$ cat config.mk
export PLATFORM = sky130hd
export DESIGN_NAME = step_scheduler
export DESIGN_NICKNAME = d
export VERILOG_FILES = /design/src/rtl/step_pkg.sv /design/src/rtl/tick_divider.sv /design/src/rtl/step_scheduler.sv
export SDC_FILE = /design/constraint.sdc
export NUM_CORES = 1
export LEC_CHECK = 0
export BUFFER_PORTS_ARGS = -buffer_cell sky130_fd_sc_hd__buf_4
export CORE_MARGIN = 2
export CORE_UTILIZATION = 56
export DETAILED_ROUTE_END_ITERATION = 10
export GPL_TIMING_DRIVEN = 0
export PLACE_DENSITY_LB_ADDON = 0.1
export RECOVER_POWER = 25
export SYNTH_ARGS = -nofsm -noshare
export SYNTH_HDL_FRONTEND = slang
export SYNTH_SLANG_ARGS = --single-unit
export TNS_END_PERCENT = 100
$ cat constraint.sdc
create_clock -name clk -period 2.4 [get_ports clk]
set_input_delay 0.36 -clock clk [delete_from_list [all_inputs] [get_ports clk]]
set_output_delay 0.36 -clock clk [all_outputs]
set_load 0.01 [all_outputs]
$ cat src/rtl/step_pkg.sv
// Shared definitions for the particle step scheduler: FSM state encoding and
// default timing constants.
package step_pkg;

    localparam int DEF_NUM_PART       = 4;
    localparam int DEF_TICK_CYCLES    = 10000;
    localparam int DEF_TIMEOUT_CYCLES = 64;

    typedef enum logic [2:0] {
        ST_IDLE      = 3'd0,
        ST_ISSUE     = 3'd1,
        ST_WAIT_DONE = 3'd2,
        ST_COMMIT    = 3'd3,
        ST_PRESENT   = 3'd4
    } step_state_t;

endpackage

$ cat src/rtl/tick_divider.sv
// Free-running period divider: emits a one-cycle tick each time the counter
// wraps from PERIOD-1 back to 0.
module tick_divider #(
    parameter int PERIOD = 10000
) (
    input  logic clk,
    input  logic reset,
    output logic tick
);

    localparam int CNT_W = (PERIOD > 1) ? $clog2(PERIOD) : 1;

    logic [CNT_W-1:0] cnt;

    always_ff @(posedge clk) begin
        if (reset) begin
            cnt  <= '0;
            tick <= 1'b0;
        end else if (cnt == CNT_W'(PERIOD - 1)) begin
            cnt  <= '0;
            tick <= 1'b1;
        end else begin
            cnt  <= cnt + 1'b1;
            tick <= 1'b0;
        end
    end

endmodule

$ cat src/rtl/step_scheduler.sv
// Sequences NUM_PART particle update engines one at a time each simulation
// step, then commits all results together and presents a frame to the display.
module step_scheduler
    import step_pkg::*;
#(
    parameter int NUM_PART       = DEF_NUM_PART,
    parameter int TICK_CYCLES    = DEF_TICK_CYCLES,
    parameter int TIMEOUT_CYCLES = DEF_TIMEOUT_CYCLES
) (
    input  logic                clk,
    input  logic                reset,
    input  logic                run,
    input  logic                step_req,
    output logic [NUM_PART-1:0] start,
    input  logic [NUM_PART-1:0] done,
    output logic                commit,
    output logic                frame_valid,
    input  logic                frame_ready,
    output logic                busy,
    output logic                timeout_err,
    output logic                overrun,
    output logic [15:0]         step_count
);

    localparam int IDX_W  = (NUM_PART > 1) ? $clog2(NUM_PART) : 1;
    localparam int WAIT_W = $clog2(TIMEOUT_CYCLES + 1);

    step_state_t        state, state_n;
    logic [IDX_W-1:0]   idx, idx_n;
    logic [WAIT_W-1:0]  wait_cnt;
    logic               pending;
    logic               tick;
    logic               trigger;
    logic               miss;

    tick_divider #(
        .PERIOD (TICK_CYCLES)
    ) u_tick (
        .clk   (clk),
        .reset (reset),
        .tick  (tick)
    );

    always_comb begin
        state_n = state;
        idx_n   = idx;
        trigger = 1'b0;
        miss    = 1'b0;
        case (state)
            ST_IDLE: begin
                if ((run && (tick || pending)) || (!run && step_req)) begin
                    state_n = ST_ISSUE;
                    idx_n   = '0;
                    trigger = 1'b1;
                end
            end
            ST_ISSUE: state_n = ST_WAIT_DONE;
            ST_WAIT_DONE: begin
                // A deadline miss advances exactly like a real done.
                miss = !done[idx] && (wait_cnt == WAIT_W'(TIMEOUT_CYCLES - 1));
                if (done[idx] || miss) begin
                    if (idx == IDX_W'(NUM_PART - 1)) begin
                        state_n = ST_COMMIT;
                    end else begin
                        state_n = ST_ISSUE;
                        idx_n   = idx + 1'b1;
                    end
                end
            end
            ST_COMMIT: state_n = ST_PRESENT;
            ST_PRESENT: begin
                if (frame_valid && frame_ready) begin
                    state_n = ST_IDLE;
                end
            end
            default: state_n = ST_IDLE;
        endcase
    end

    always_ff @(posedge clk) begin
        if (reset) begin
            state       <= ST_IDLE;
            idx         <= '0;
            wait_cnt    <= '0;
            pending     <= 1'b0;
            timeout_err <= 1'b0;
            overrun     <= 1'b0;
            step_count  <= '0;
            start       <= '0;
            commit      <= 1'b0;
            frame_valid <= 1'b0;
            busy        <= 1'b0;
        end else begin
            state <= state_n;
            idx   <= idx_n;

            // The start cycle itself counts toward the deadline.
            if (state == ST_ISSUE) begin
                wait_cnt <= WAIT_W'(1);
            end else if (state == ST_WAIT_DONE) begin
                wait_cnt <= wait_cnt + 1'b1;
            end

            if (trigger) begin
                pending <= 1'b0;
            end else if (tick && state != ST_IDLE) begin
                pending <= 1'b1;
                if (pending) begin
                    overrun <= 1'b1;
                end
            end

            if (miss) begin
                timeout_err <= 1'b1;
            end

            if (state_n == ST_COMMIT) begin
                step_count <= step_count + 1'b1;
            end

            // Outputs are registered from the next state so they align with it.
            start <= '0;
            if (state_n == ST_ISSUE) begin
                start[idx_n] <= 1'b1;
            end
            commit      <= (state_n == ST_COMMIT);
            frame_valid <= (state_n == ST_PRESENT);
            busy        <= (state_n != ST_IDLE);
        end
    end

endmodule

Yosys cells after proc, flatten, opt, wreduce, memory -nomap -nowiden
Cells that the tools add are included.
{ "totals": {"reg_bits": 53, "output_inout_bits": 25, "wordCells": 72} }
{ "op_classes": {"n_addsub": 4, "magnitude_cmp": 3, "n_eq_ne": 10, "n_mux": 19, "bitwise_logic": 2, "reduce_logical": 20} }
{ "op_table": {"columns": ["cell", "n"], "rows": [
  ["16-bit by 1-bit adder with 16-bit output, second input constant", 1],
  ["3-bit one-hot mux with 5 select lines", 1],
  ["14-bit by 1-bit adder with 14-bit output, second input constant", 1],
  ["14-bit == test, second input constant", 1],
  ["3-bit by 2-bit == test with 1-bit output, second input constant", 3],
  ["3-bit two-way mux", 3],
  ["1-bit two-way mux", 8],
  ["2-bit two-way mux", 4],
  ["2-bit OR reduction", 4],
  ["7-bit by 1-bit adder with 7-bit output, second input constant", 1],
  ["7-bit by 6-bit == test with 1-bit output, second input constant", 1],
  ["3-bit by 1-bit == test with 1-bit output, second input constant", 2],
  ["3-bit == test, second input constant", 2],
  ["1-bit logical AND", 6],
  ["2-bit by 3-bit less-than comparator with 1-bit output, second input constant", 2],
  ["3-bit nonzero test", 2],
  ["2-bit one-hot mux with 2 select lines", 1],
  ["3-bit logical NOT", 1],
  ["1-bit logical OR", 3],
  ["3-bit AND reduction", 1],
  ["2-bit by 1-bit adder with 2-bit output, second input constant", 1],
  ["1-bit binary-select mux with 2-bit select", 1],
  ["1-bit demux with 2-bit select", 1],
  ["2-bit == test, second input constant", 1],
  ["4 further kinds", 6]
]} }

Longest topological paths before layout
{ "logic_depth": {"ltp_word": 11, "mapped_depth": 6, "depth_no_buf": 6} }

Cells and area by module
From an unflattened synthesis, not the netlist that was laid out.
{ "hier_totals": {"cells_unflattened": 270, "area_unflattened_um2": 2428.6} }
{ "by_module_without_submodules": {"columns": ["mod", "instances", "cells_each", "area_per_inst_um2", "seq_area_each_um2"], "rows": [
  ["step_scheduler", 1, 200, 1799.2, 760.7],
  ["tick_divider", 1, 70, 629.4, 300.3]
]} }

Least setup slack after synthesis
OpenSTA, ideal clock, no wires.
{ "synth_timing": {"kind": "flip-flop to flip-flop", "startpoint": "reg idx[0]", "endpoint": "reg step_count[15]", "arrival_time_ns": 1.721, "required_time_ns": 2.277, "setup_slack_ns": 0.556, "stages_incl_launch_ff": 6, "n_path_buf": 0, "synth_period_minus_slack_ns": 1.844, "cell_sequence": "dfxtp_1 mux4_2 a211o_4 nand3_4 nor4_1 mux2_1"} }
{ "synth_via": {"elab_chain_len": 8, "word_cells_on_any_way": 10, "classes_between": "2 x eq/ne; 5 x mux; 3 x reduce/logical"} }
{ "synth_lines": {"columns": ["item", "line", "source"], "rows": [
  ["start, declared", "step_scheduler.sv:29", "logic [IDX_W-1:0] idx, idx_n;"],
  ["start signal, assigned", "step_scheduler.sv:95", "idx <= idx_n;"],
  ["1-bit binary-select mux with 2-bit select", "step_scheduler.sv:60, step_scheduler.sv:61", null],
  ["1-bit two-way mux (implied by the code)", "step_scheduler.sv:60, step_scheduler.sv:61", null],
  ["1-bit logical NOT", "step_scheduler.sv:60", "miss = !done[idx] && (wait_cnt == WAIT_W'(TIMEOUT_CYCLES - 1));"],
  ["1-bit logical AND", "step_scheduler.sv:60", null],
  ["1-bit logical OR", "step_scheduler.sv:61", "if (done[idx] || miss) begin"],
  ["3-bit two-way mux (*)", "step_scheduler.sv:61", null],
  ["3-bit one-hot mux with 5 select lines (*)", "step_scheduler.sv:49", "case (state)"],
  ["3-bit by 2-bit == test with 1-bit output (*)", "step_scheduler.sv:117", "if (state_n == ST_COMMIT) begin"],
  ["end signal, assigned", "step_scheduler.sv:118", "step_count <= step_count + 1'b1;"],
  ["end, declared", "step_scheduler.sv:22", "output logic [15:0] step_count"]
]} }
Mark *: on every way between the ends. The rest lies on a longest branch, timed or not. The select of a mux whose other input is x is not followed.
A chain may end at the register's enable or synchronous reset.

Final worst setup path
Ends and elaborated chain as after synthesis.

==> metrics.md <==
| Metric | Value |
|---|---|
| Initial Util | 58.1% |
| WP data required | about 2.6 ns |
| Max incr delay on CP | 0.60 ns |
| FF-to-FF Start | idx[0]$_SDFF_PP0_ |
| Vias/cell | 5.42 |
| DRT antenna net count | 0 |
| WL final | 4510 um |
| Clock-pin slew on the worst setup and hold paths | approximately 0.090 ns |
| DR vias | approximately 1900 |
| Period minus WS final | 2.02 ns |
| CP arrival | 2.22 ns |
| Tcrit/Tclk final | a little over four fifths |
| Hold Slack | 0.387 ns |
| Pre-CTS WS | about 0.38 ns |
| H-tree Lvls | 2 |
| Critical path class | reg2reg |
| Post-CTS Setup Bufs | 0 |
| Hold_buf cts | 0 |
| Final count of negative-setup-slack endpoints | 0 |
| Synth top area cells | dfxtp_1, nor2_1, xor2_1 |
| Slew headroom | 58.0% |
| Area delta synth->final | 14.8% |
| GRT overflow | 0 |
| Syn nets | 269 |
| PortBufs | 33 |
| Post-placement cell area | 2620 sq um |
| Clock latency on the worst-skew pair | about 0.3 ns |
| Placed Instances | 340 |
| Antenna Cells | 0 |
| Post-synth top area cell | dfxtp_1 |
| Clock buffer depth | 2 |
| CP Cell Sequence | mux4_2, a211o_4, nand3_4, nor4_1, mux2_1 |
| Setup WS post-layout | 0.379 ns |
| Number of core rows | 23 |
| Wirelength per Cell | 13.0 um |
| Clk root buf | clkbuf_8 |
| Die X | 68.2 um |
| Yosys top cell area share | 46.0% |
| CTS sink cnt | 53 |
| Number of gates resized after CTS | 0 |
| Design area | roughly 2600 sq um |
| Register bit total from synthesis | 53 |
| Yosys cell types | 46 |
| Mapped Area | roughly 2300 sq um |
| Worst setup SP type | register |
| Cell Pwr Density | between 500 and 600 nW/um^2 |
| Post-Synthesis Cells | 257 |
| Layout cells sized above 1 | 12.8% |
| Most common cell after layout, fill and taps aside | dfxtp_1 |
| Max-cap violations | 0 |
| Worst setup path startpoint | idx[0]$_SDFF_PP0_ |
| Worst Hold Class | in2reg |
| Die area | 4650 sq um |
| Largest net degree at the start of global routing | 16 |
| GR Util All Layers | 20.7% |
| Worst vdd ir | 0.443 mV |
| Most frequent cells in the layout | dfxtp_1, nor2_1, clkbuf_1 |
| Initial drt markers | just over 70 |
| Lkg Pwr | between 0.9 and 1 nW |
| Drt pass-1 iters | 4 |
| Core area | between 3000 and 4000 sq um |
| Die H | slightly below 70 um |
| Maximum fanout along the worst path | 8 |
| Initial antenna violation count | 0 |
| Sequential share of the synthesized area | between 40% and 50% |
| DRC errors left | 0 |
| Final HPWL DP | roughly 3300 um |
| Inserted Clock Buffers | 5 |
| Final Instance Count excl. Fillers | 348 |
| Number of global-route vias before repair | 1592 |
| Slew Viols, Final | 0 |
| Critical path buffers and inverters | 0 |
| Worst setup EP type | register |
| Placer's final routability congestion estimate | between 0.8 and 0.9 |
| Final #Nets | 309 |
| Critical-path top delay cell | mux4_2 |
| Top cell family by delay on the critical path | multiplexers |
| Ports | 34 |
| Synthesized area per cell | roughly 9 sq um |
| Outcome | complete, no violations |
| First-pass GRT wire length | 7180 um |
| Clk_skew | 0.00592 ns |
| CTS tree | yes |
| Maximum clock rate | 495 MHz |
| Unrepaired setup endpoints after global routing | no |
| Ys Warns | 0 |
| Final Hold Viols | 0 |
| Worst-Margin Slew | 0.625 ns |
| Fill cell count | 357 |
| Min-delay src | reset |
| Setup_tns | 0 ns |
==> state kept, by name, summed over array words and instances (netlist names) <==
| register | cells |
|---|---|
| busy | 1 |
| overrun | 1 |
| start | 4 |
| frame_valid | 1 |
| timeout_err | 1 |
| idx | 2 |
| commit | 1 |
| u_tick.tick | 1 |
| pending | 1 |
| u_tick.cnt | 14 |
| state | 3 |
| step_count | 16 |
| wait_cnt | 7 |
==> final cells by class <==
type	instances	area, sq um	area share [%]
clock inverters	1	5.00	0.189
plain buffers	6	27.5	1.04
repair buffers	33	176	6.67
flip-flops and latches	53	1060	40.1
well taps	50	62.6	2.36
multi-input cells	192	1190	45.2
inverters	6	22.5	0.851
clock buffers	7	96.3	3.64
==> worst min-delay path, cell delays in order <==
cell and delay (ns):
buf_4 0.13, a2111oi_2 0.05, nand2_1 0.08, nor2_1 0.04
==> cell families (layout without fill, tap and decap cells) <==
kind of cell	count (synthesis)	after routing	share of synthesized area, %
AO/OA/AOI/OAI	37	37	10.5
XOR/XNOR	22	22	8.36
adder cells (fa/ha/maj)	3	3	1.63
buffers and inverters	12	53	2.17
flip-flops	53	53	46.0
multiplexers	3	3	1.90
AND/OR/NAND/NOR	127	127	29.5
==> per-stage QoR <==
step | utilization (%) | power, W
CTS | 68.4 | 0.00158
global placement | 65.9 | 0.00103
floorplan | - | 0.000999
detailed placement | 65.9 | 0.00104
finish | 66.6 | 0.00156
global route | 66.6 | 0.00162
==> where the power goes <==
group	leakage, nW	switching, W	internal [W]
registers	0.428	0.0000103	0.000893
logic	0.461	0.0000653	0.0000436
clock network	0.0542	0.000283	0.000261
total	0.943	0.000359	0.00120
==> worst paths after layout <==
path	endpoint	slack (ns)	cells past startpoint
min reg2reg	u_tick.cnt[0]$_SDFF_PP0_	0.48	1
max reg2reg	step_count[15]$_SDFFE_PP0N_	0.38	5
min	start[1]$_SDFF_PP0_	0.39	4
max	step_count[15]$_SDFFE_PP0N_	0.38	5
==> cells in the mapped netlist (all sizes together) <==
cell and number:
nor2 52, xor2 16, nand2 15, a2bb2oi 1, nand3 14, and2 2, or4 3, clkbuf 3
a21o 2, inv 6, or2 1, a31o 1, and4b 1, and3 5, a211o 1, nor4 3
nand4 10, a31oi 3, mux2 1, ha 3, dfxtp 53, a2111oi 2, nand4b 1, xnor2 6
nor2b 3, nor3 3, nor3b 1, and4 1, nand2b 4, a21boi 1, o31ai 3, mux4 1
or3 7, mux2i 1, a21oi 17, or3b 1, buf 3, o21ai 6
==> layer usage <==
metal  global-route usage (%)  routed length (um)  share of wire (%)
met5                        0                   0                  0
met4                     6.50                  44               0.98
met3                     5.92                 242                5.4
met2                     30.7                2050                 46
met1                     29.0                2170                 48
(Power assumes the default switching activity.)
